**config.mk**
```make
export PLATFORM = sky130hd
export DESIGN_NAME = ps2_host_tx
export DESIGN_NICKNAME = d
export VERILOG_FILES = /design/src/rtl/ps2_pkg.sv /design/src/rtl/ps2_line_sync.sv /design/src/rtl/ps2_host_tx.sv
export SDC_FILE = /design/constraint.sdc
export NUM_CORES = 1
export LEC_CHECK = 0
export BUFFER_PORTS_ARGS = -buffer_cell sky130_fd_sc_hd__buf_2
export CORE_MARGIN = 5
export CORE_UTILIZATION = 31
export DETAILED_ROUTE_END_ITERATION = 10
export PLACE_DENSITY = 0.58
export SLEW_MARGIN = 0
export SYNTH_ARGS = -nofsm -noshare
export SYNTH_HDL_FRONTEND = slang
export SYNTH_SLANG_ARGS = --single-unit
export TNS_END_PERCENT = 20
```
**constraint.sdc**
```tcl
create_clock -name clk_in -period 3.5 [get_ports clk_in]
set_input_delay 0.7 -clock clk_in [delete_from_list [all_inputs] [get_ports clk_in]]
set_output_delay 0.7 -clock clk_in [all_outputs]
set_load 0.02 [all_outputs]
```
**src/rtl/ps2_pkg.sv**
```systemverilog
// Shared PS/2 definitions: host transmitter states, common command bytes and frame helper.
package ps2_pkg;

  typedef enum logic [2:0] {
    IDLE,
    INHIBIT,
    REQ,
    SHIFT,
    ACK,
    RELEASE
  } ps2_state_e;

  localparam logic [7:0] PS2_CMD_RESET    = 8'hFF;
  localparam logic [7:0] PS2_CMD_ENABLE   = 8'hF4;
  localparam logic [7:0] PS2_CMD_SET_RATE = 8'hF3;
  localparam int         PS2_FRAME_EDGES  = 11;

  // Bits shifted after the start bit: data LSB first, odd parity, stop.
  function automatic logic [9:0] ps2_frame(input logic [7:0] data);
    return {1'b1, ~^data, data};
  endfunction

endpackage

```
**src/rtl/ps2_line_sync.sv**
```systemverilog
// Two-flop synchronizer for the PS/2 clock and data pins plus a falling-edge strobe on clock.
module ps2_line_sync (
  input  logic clk_in,
  input  logic rst_in,
  input  logic ps2_clk_in,
  input  logic ps2_data_in,
  output logic clk_sync,
  output logic data_sync,
  output logic fall
);

  logic [1:0] clk_ff;
  logic [1:0] data_ff;
  logic       clk_prev;

  // Idle PS/2 lines float high, so the flops reset to 1 to avoid a false fall.
  always_ff @(posedge clk_in or negedge rst_in) begin
    if (!rst_in) begin
      clk_ff   <= 2'b11;
      data_ff  <= 2'b11;
      clk_prev <= 1'b1;
    end else begin
      clk_ff   <= {clk_ff[0], ps2_clk_in};
      data_ff  <= {data_ff[0], ps2_data_in};
      clk_prev <= clk_ff[1];
    end
  end

  assign clk_sync  = clk_ff[1];
  assign data_sync = data_ff[1];
  assign fall      = clk_prev & ~clk_ff[1];

endmodule

```
**src/rtl/ps2_host_tx.sv**
```systemverilog
// Host-to-device PS/2 transmitter: inhibit, request-to-send, shift one byte, check device ack.
// tx_valid/tx_ready: a byte is taken on a cycle where both are high; tx_valid while busy is dropped.
module ps2_host_tx
  import ps2_pkg::*;
#(
  parameter int CLK_FREQ_HZ    = 100_000_000,
  parameter int INHIBIT_CYCLES = CLK_FREQ_HZ / 10_000,
  parameter int TIMEOUT_CYCLES = (CLK_FREQ_HZ / 1000) * 15
) (
  input  logic       clk_in,
  input  logic       rst_in,
  input  logic [7:0] tx_data,
  input  logic       tx_valid,
  output logic       tx_ready,
  input  logic       ps2_clk_in,
  input  logic       ps2_data_in,
  output logic       ps2_clk_oe,
  output logic       ps2_data_oe,
  output logic       busy,
  output logic       done,
  output logic       ack_ok,
  output logic       err,
  output ps2_state_e state_dbg
);

  localparam int TMR_MAX = (INHIBIT_CYCLES > TIMEOUT_CYCLES) ? INHIBIT_CYCLES : TIMEOUT_CYCLES;
  localparam int TW      = $clog2(TMR_MAX);
  localparam logic [TW-1:0] INH_LOAD   = TW'(INHIBIT_CYCLES - 1);
  localparam logic [TW-1:0] WD_LOAD    = TW'(TIMEOUT_CYCLES - 1);
  localparam logic [3:0]    LAST_SHIFT = 4'(PS2_FRAME_EDGES - 2);

  ps2_state_e    state_q, state_d;
  logic [TW-1:0] tmr_q, tmr_d;
  logic [3:0]    edge_q, edge_d;
  logic [9:0]    frame_q, frame_d;
  logic          data_oe_q, data_oe_d;
  logic          done_q, done_d;
  logic          ack_ok_q, ack_ok_d;
  logic          err_q, err_d;
  logic          ack_seen_q, ack_seen_d;
  logic          wd_expire;
  logic          clk_sync, data_sync, fall;

  ps2_line_sync u_sync (
    .clk_in      (clk_in),
    .rst_in      (rst_in),
    .ps2_clk_in  (ps2_clk_in),
    .ps2_data_in (ps2_data_in),
    .clk_sync    (clk_sync),
    .data_sync   (data_sync),
    .fall        (fall)
  );

  always_ff @(posedge clk_in or negedge rst_in) begin
    if (!rst_in) begin
      state_q    <= IDLE;
      tmr_q      <= '0;
      edge_q     <= '0;
      frame_q    <= '0;
      data_oe_q  <= 1'b0;
      done_q     <= 1'b0;
      ack_ok_q   <= 1'b0;
      err_q      <= 1'b0;
      ack_seen_q <= 1'b0;
    end else begin
      state_q    <= state_d;
      tmr_q      <= tmr_d;
      edge_q     <= edge_d;
      frame_q    <= frame_d;
      data_oe_q  <= data_oe_d;
      done_q     <= done_d;
      ack_ok_q   <= ack_ok_d;
      err_q      <= err_d;
      ack_seen_q <= ack_seen_d;
    end
  end

  always_comb begin
    state_d    = state_q;
    tmr_d      = tmr_q;
    edge_d     = edge_q;
    frame_d    = frame_q;
    data_oe_d  = data_oe_q;
    done_d     = 1'b0;
    ack_ok_d   = ack_ok_q;
    err_d      = err_q;
    ack_seen_d = ack_seen_q;
    wd_expire  = 1'b0;
    case (state_q)
      IDLE: begin
        if (tx_valid && tx_ready) begin
          frame_d = ps2_frame(tx_data);
          edge_d  = '0;
          tmr_d   = INH_LOAD;
          state_d = INHIBIT;
        end
      end
      INHIBIT: begin
        // Falls here are our own clock hold and are deliberately not counted.
        if (tmr_q == '0) begin
          data_oe_d = 1'b1;
          state_d   = REQ;
        end else begin
          tmr_d = tmr_q - 1'b1;
        end
      end
      REQ: begin
        tmr_d   = WD_LOAD;
        state_d = SHIFT;
      end
      SHIFT: begin
        if (fall) begin
          edge_d    = edge_q + 1'b1;
          tmr_d     = WD_LOAD;
          data_oe_d = ~frame_q[edge_q];
          if (edge_q == LAST_SHIFT) state_d = ACK;
        end else if (tmr_q == '0) begin
          wd_expire = 1'b1;
        end else begin
          tmr_d = tmr_q - 1'b1;
        end
      end
      ACK: begin
        if (fall) begin
          edge_d     = edge_q + 1'b1;
          tmr_d      = WD_LOAD;
          ack_seen_d = ~data_sync;
          state_d    = RELEASE;
        end else if (tmr_q == '0) begin
          wd_expire = 1'b1;
        end else begin
          tmr_d = tmr_q - 1'b1;
        end
      end
      RELEASE: begin
        if (clk_sync && data_sync) begin
          done_d   = 1'b1;
          ack_ok_d = ack_seen_q;
          err_d    = 1'b0;
          state_d  = IDLE;
        end else if (tmr_q == '0) begin
          wd_expire = 1'b1;
        end else begin
          tmr_d = tmr_q - 1'b1;
        end
      end
      default: state_d = IDLE;
    endcase
    if (wd_expire) begin
      data_oe_d = 1'b0;
      done_d    = 1'b1;
      ack_ok_d  = 1'b0;
      err_d     = 1'b1;
      state_d   = IDLE;
    end
  end

  // Holding tx_ready low during the done cycle makes it rise the cycle after done.
  assign tx_ready    = (state_q == IDLE) && !done_q;
  assign busy        = (state_q != IDLE);
  assign ps2_clk_oe  = (state_q == INHIBIT);
  assign ps2_data_oe = data_oe_q;
  assign done        = done_q;
  assign ack_ok      = ack_ok_q;
  assign err         = err_q;
  assign state_dbg   = state_q;

endmodule

```
==> metrics <==
Syn-to-layout area delta 11.8%; worst path required time about 3700 ps; # placed instances between 300 and 400; commonest non-fill, non-tap cells in the layout 43 x dfrtp_1, 30 x o21ai_0, 24 x a21oi_1; Max Cap Violations 0; final wirelength between 6000 and 7000 µm; setup bufs post-CTS 0; die height slightly above 100 µm; Setup WS post-layout approximately 680 ps; RePlAce Congestion roughly 0.86; most area-consuming cells after synthesis dfrtp_1 41%, o21ai_0 5.7%, dfstp_2 5.0%; critical path data arrival time 3010 ps; Worst Setup Path Type flip-flop to flip-flop; total gr overflow 0; fraction of registers with async set/reset 1.00; TritonCTS Buffers 5; Peak VDD IR roughly 0.00017 V; Relative slew margins 0.308; Most used DFF post-synth dfrtp_1; Yosys reg bits 48; fillers ~830; global-route wire length before repair between 10000 and 15000 µm; Max Freq roughly 360 MHz; post-synthesis sequential area ratio 0.455; Total GRT Usage 0.127; CTS Sinks 48; met3 usage 0.0273; Fin Clk Skew about 18 ps; synth warn 0; Clk Latency, worst-skew pair 320 ps; Switching Share 0.409; Post-Synthesis Cell Area between 0.002 and 0.003 mm²; CP max FO 14; busiest grt layer met2; # hold bufs at CTS 0; ant diodes 0; Mapped Cells roughly 280; via count approximately 2200; H-tree depth 2; Tmin final roughly 2800 ps; footprint of the multi-input gates roughly 0.0014 mm²; routing usage on met2 0.194; clock share of power 0.188; Rows 33; Fin. Hold Viols 0; antenna violations before repair 0; Pint 1330 µW; vias in the first global route approximately 2100; post-synth top area share 0.406; Post-synth EDFFs 0; R2R setup slack 680 ps; M1 GR Usage 0.177; root buffer cell clkbuf_8; Routed Antenna Nets 0; Synth Net Count ~300; Final setup viols 0; Worst Tran Pin Value approximately 1000 ps; Syn Area/Cell 9.40 µm²; final period utilization 0.805; Die ar. 0.0105 mm²; commonest non-fill, non-tap cell in the layout dfrtp_1; register area ~0.0012 mm²; Pleak 0.00124 µW; post-synth top area cell dfrtp_1; NetSw between 900 and 1000 µW; DRC viols 0; Final Non-Filler Cells just over 400; RSZ-0062 raised after global routing false; post-DR wirelength/cell about 15 µm; # IOs 23; detailed placer's ending HPWL around 4500 µm; Hold WC Path Type flip-flop to flip-flop; pre-CTS setup slack about 690 ps; Initial Util 0.321; first drt pass iteration count 4; post-CTS sizing 0; share of layout cells above drive strength 1 0.173; PD cells roughly 760 mW/mm²; Iter 0 DRT Violations roughly 140; Logic pwr share 0.401; CTS tree yes; post-route setup TNS 0 ps; Via density 5.40; Slew Limit Fails 0; Placed Area about 0.0028 mm²; clock slew at reported path FFs 110 ps; PortBufs 22; largest net degree at the start of global routing 49; Post-layout nets 316; core box area slightly above 0.008 mm²; clock buffer depth 2; Distinct cells, synth 52; DIE WIDTH a little over 100 µm; post-route cell area 0.00297 mm²; crit start category flip-flop; Crit. End Element flip-flop; status finished, final reports clean; sequential share of power 0.411
-- cells by family (layout without fill, tap and decap cells) --
| logic type | count (synthesis) | count (layout) | synth area share |
|---|---|---|---|
| adders and majority gates | 3 | 3 | 0.0142 |
| xor gates and xnor gates | 10 | 10 | 0.0330 |
| AOI/OAI and AO/OA | 96 | 96 | 0.225 |
| DFF | 48 | 48 | 0.455 |
| buffers and inverters | 22 | 41 | 0.0349 |
| muxes | 13 | 13 | 0.0623 |
| and+or+nand+nor | 90 | 90 | 0.176 |
-- cell type report --
class,instances,share of cell area
inverters,9,0.0114
repair buffers,24,0.0422
multi-input cells,212,0.456
flip-flops and latches,48,0.407
clock inverters,3,0.0160
clock buffers,5,0.0232
well taps,105,0.0443
-- per-layer routing --
layer / routed length, µm / vias to the layer above
met1: 3020 / 1050
met5: 0 / -
met3: 276 / 5
met4: 86 / 0
li1: - / 1081
met2: 2840 / 56
-- flip-flops by register name, indices dropped and copies added, names as in the netlist --
register	count
ps2_data_oe	1
u_sync.clk_prev	1
u_sync.clk_ff	2
frame_q	10
state_dbg	3
err	1
done	1
ack_seen_q	1
tmr_q	21
edge_q	4
u_sync.data_ff	2
ack_ok	1
-- worst max-delay path: stages, from the launching register on --
cell	delay, ps
dfrtp_1	380
inv_1	90
ha_1	220
or4b_1	520
nand2b_1	280
nor3_2	660
nand2_1	250
a21oi_1	210
o32ai_1	90
-- synth_stat cells (4+ instances only) --
cell type,count
dfrtp_1,43
o21ai_0,30
a21oi_1,24
nand2_1,21
nor2_1,21
a31oi_1,10
clkbuf_1,10
nand3_1,10
inv_1,9
mux2_2,8
nor3_1,6
xnor2_1,6
dfstp_2,5
nand2b_1,5
o31ai_1,4
or3_1,4
xor2_1,4
-- final timing paths --
check                                      startpoint                         end  cells past startpoint
max                              tmr_q[0]$_DFFE_PN0P_    state_dbg[0]$_DFFE_PN0P_                      8
min                        u_sync.clk_ff[0]$_DFF_PN1_  u_sync.clk_ff[1]$_DFF_PN1_                      0
max reg2reg                      tmr_q[0]$_DFFE_PN0P_    state_dbg[0]$_DFFE_PN0P_                      8
min reg2reg                u_sync.clk_ff[0]$_DFF_PN1_  u_sync.clk_ff[1]$_DFF_PN1_                      0
max in group asynchronous                      rst_in       tmr_q[11]$_DFFE_PN0P_                      1
min in group asynchronous                      rst_in      frame_q[9]$_DFFE_PN0P_                      1
-- power groups by stage --
| stage | Clock [µW] | Combinational, µW | Sequential (µW) |
|---|---|---|---|
| final | 426 | 905 | 927 |
| after CTS | 434 | 908 | 928 |
| after detailed placement | 0 | 906 | 938 |
| after global placement | 0 | 892 | 933 |
| after global routing | 457 | 1010 | 963 |
| after floorplan | 0 | 688 | 879 |
-- per-stage QoR --
stage	util	hold WS, ps	power [µW]
after CTS	0.359	364	2270
final	0.359	362	2260
after detailed placement	0.345	349	1840
after floorplan	-	345	1570
after global routing	0.359	370	2430
after global placement	0.345	347	1820
No activity file was read; power rests on OpenSTA's default activity.
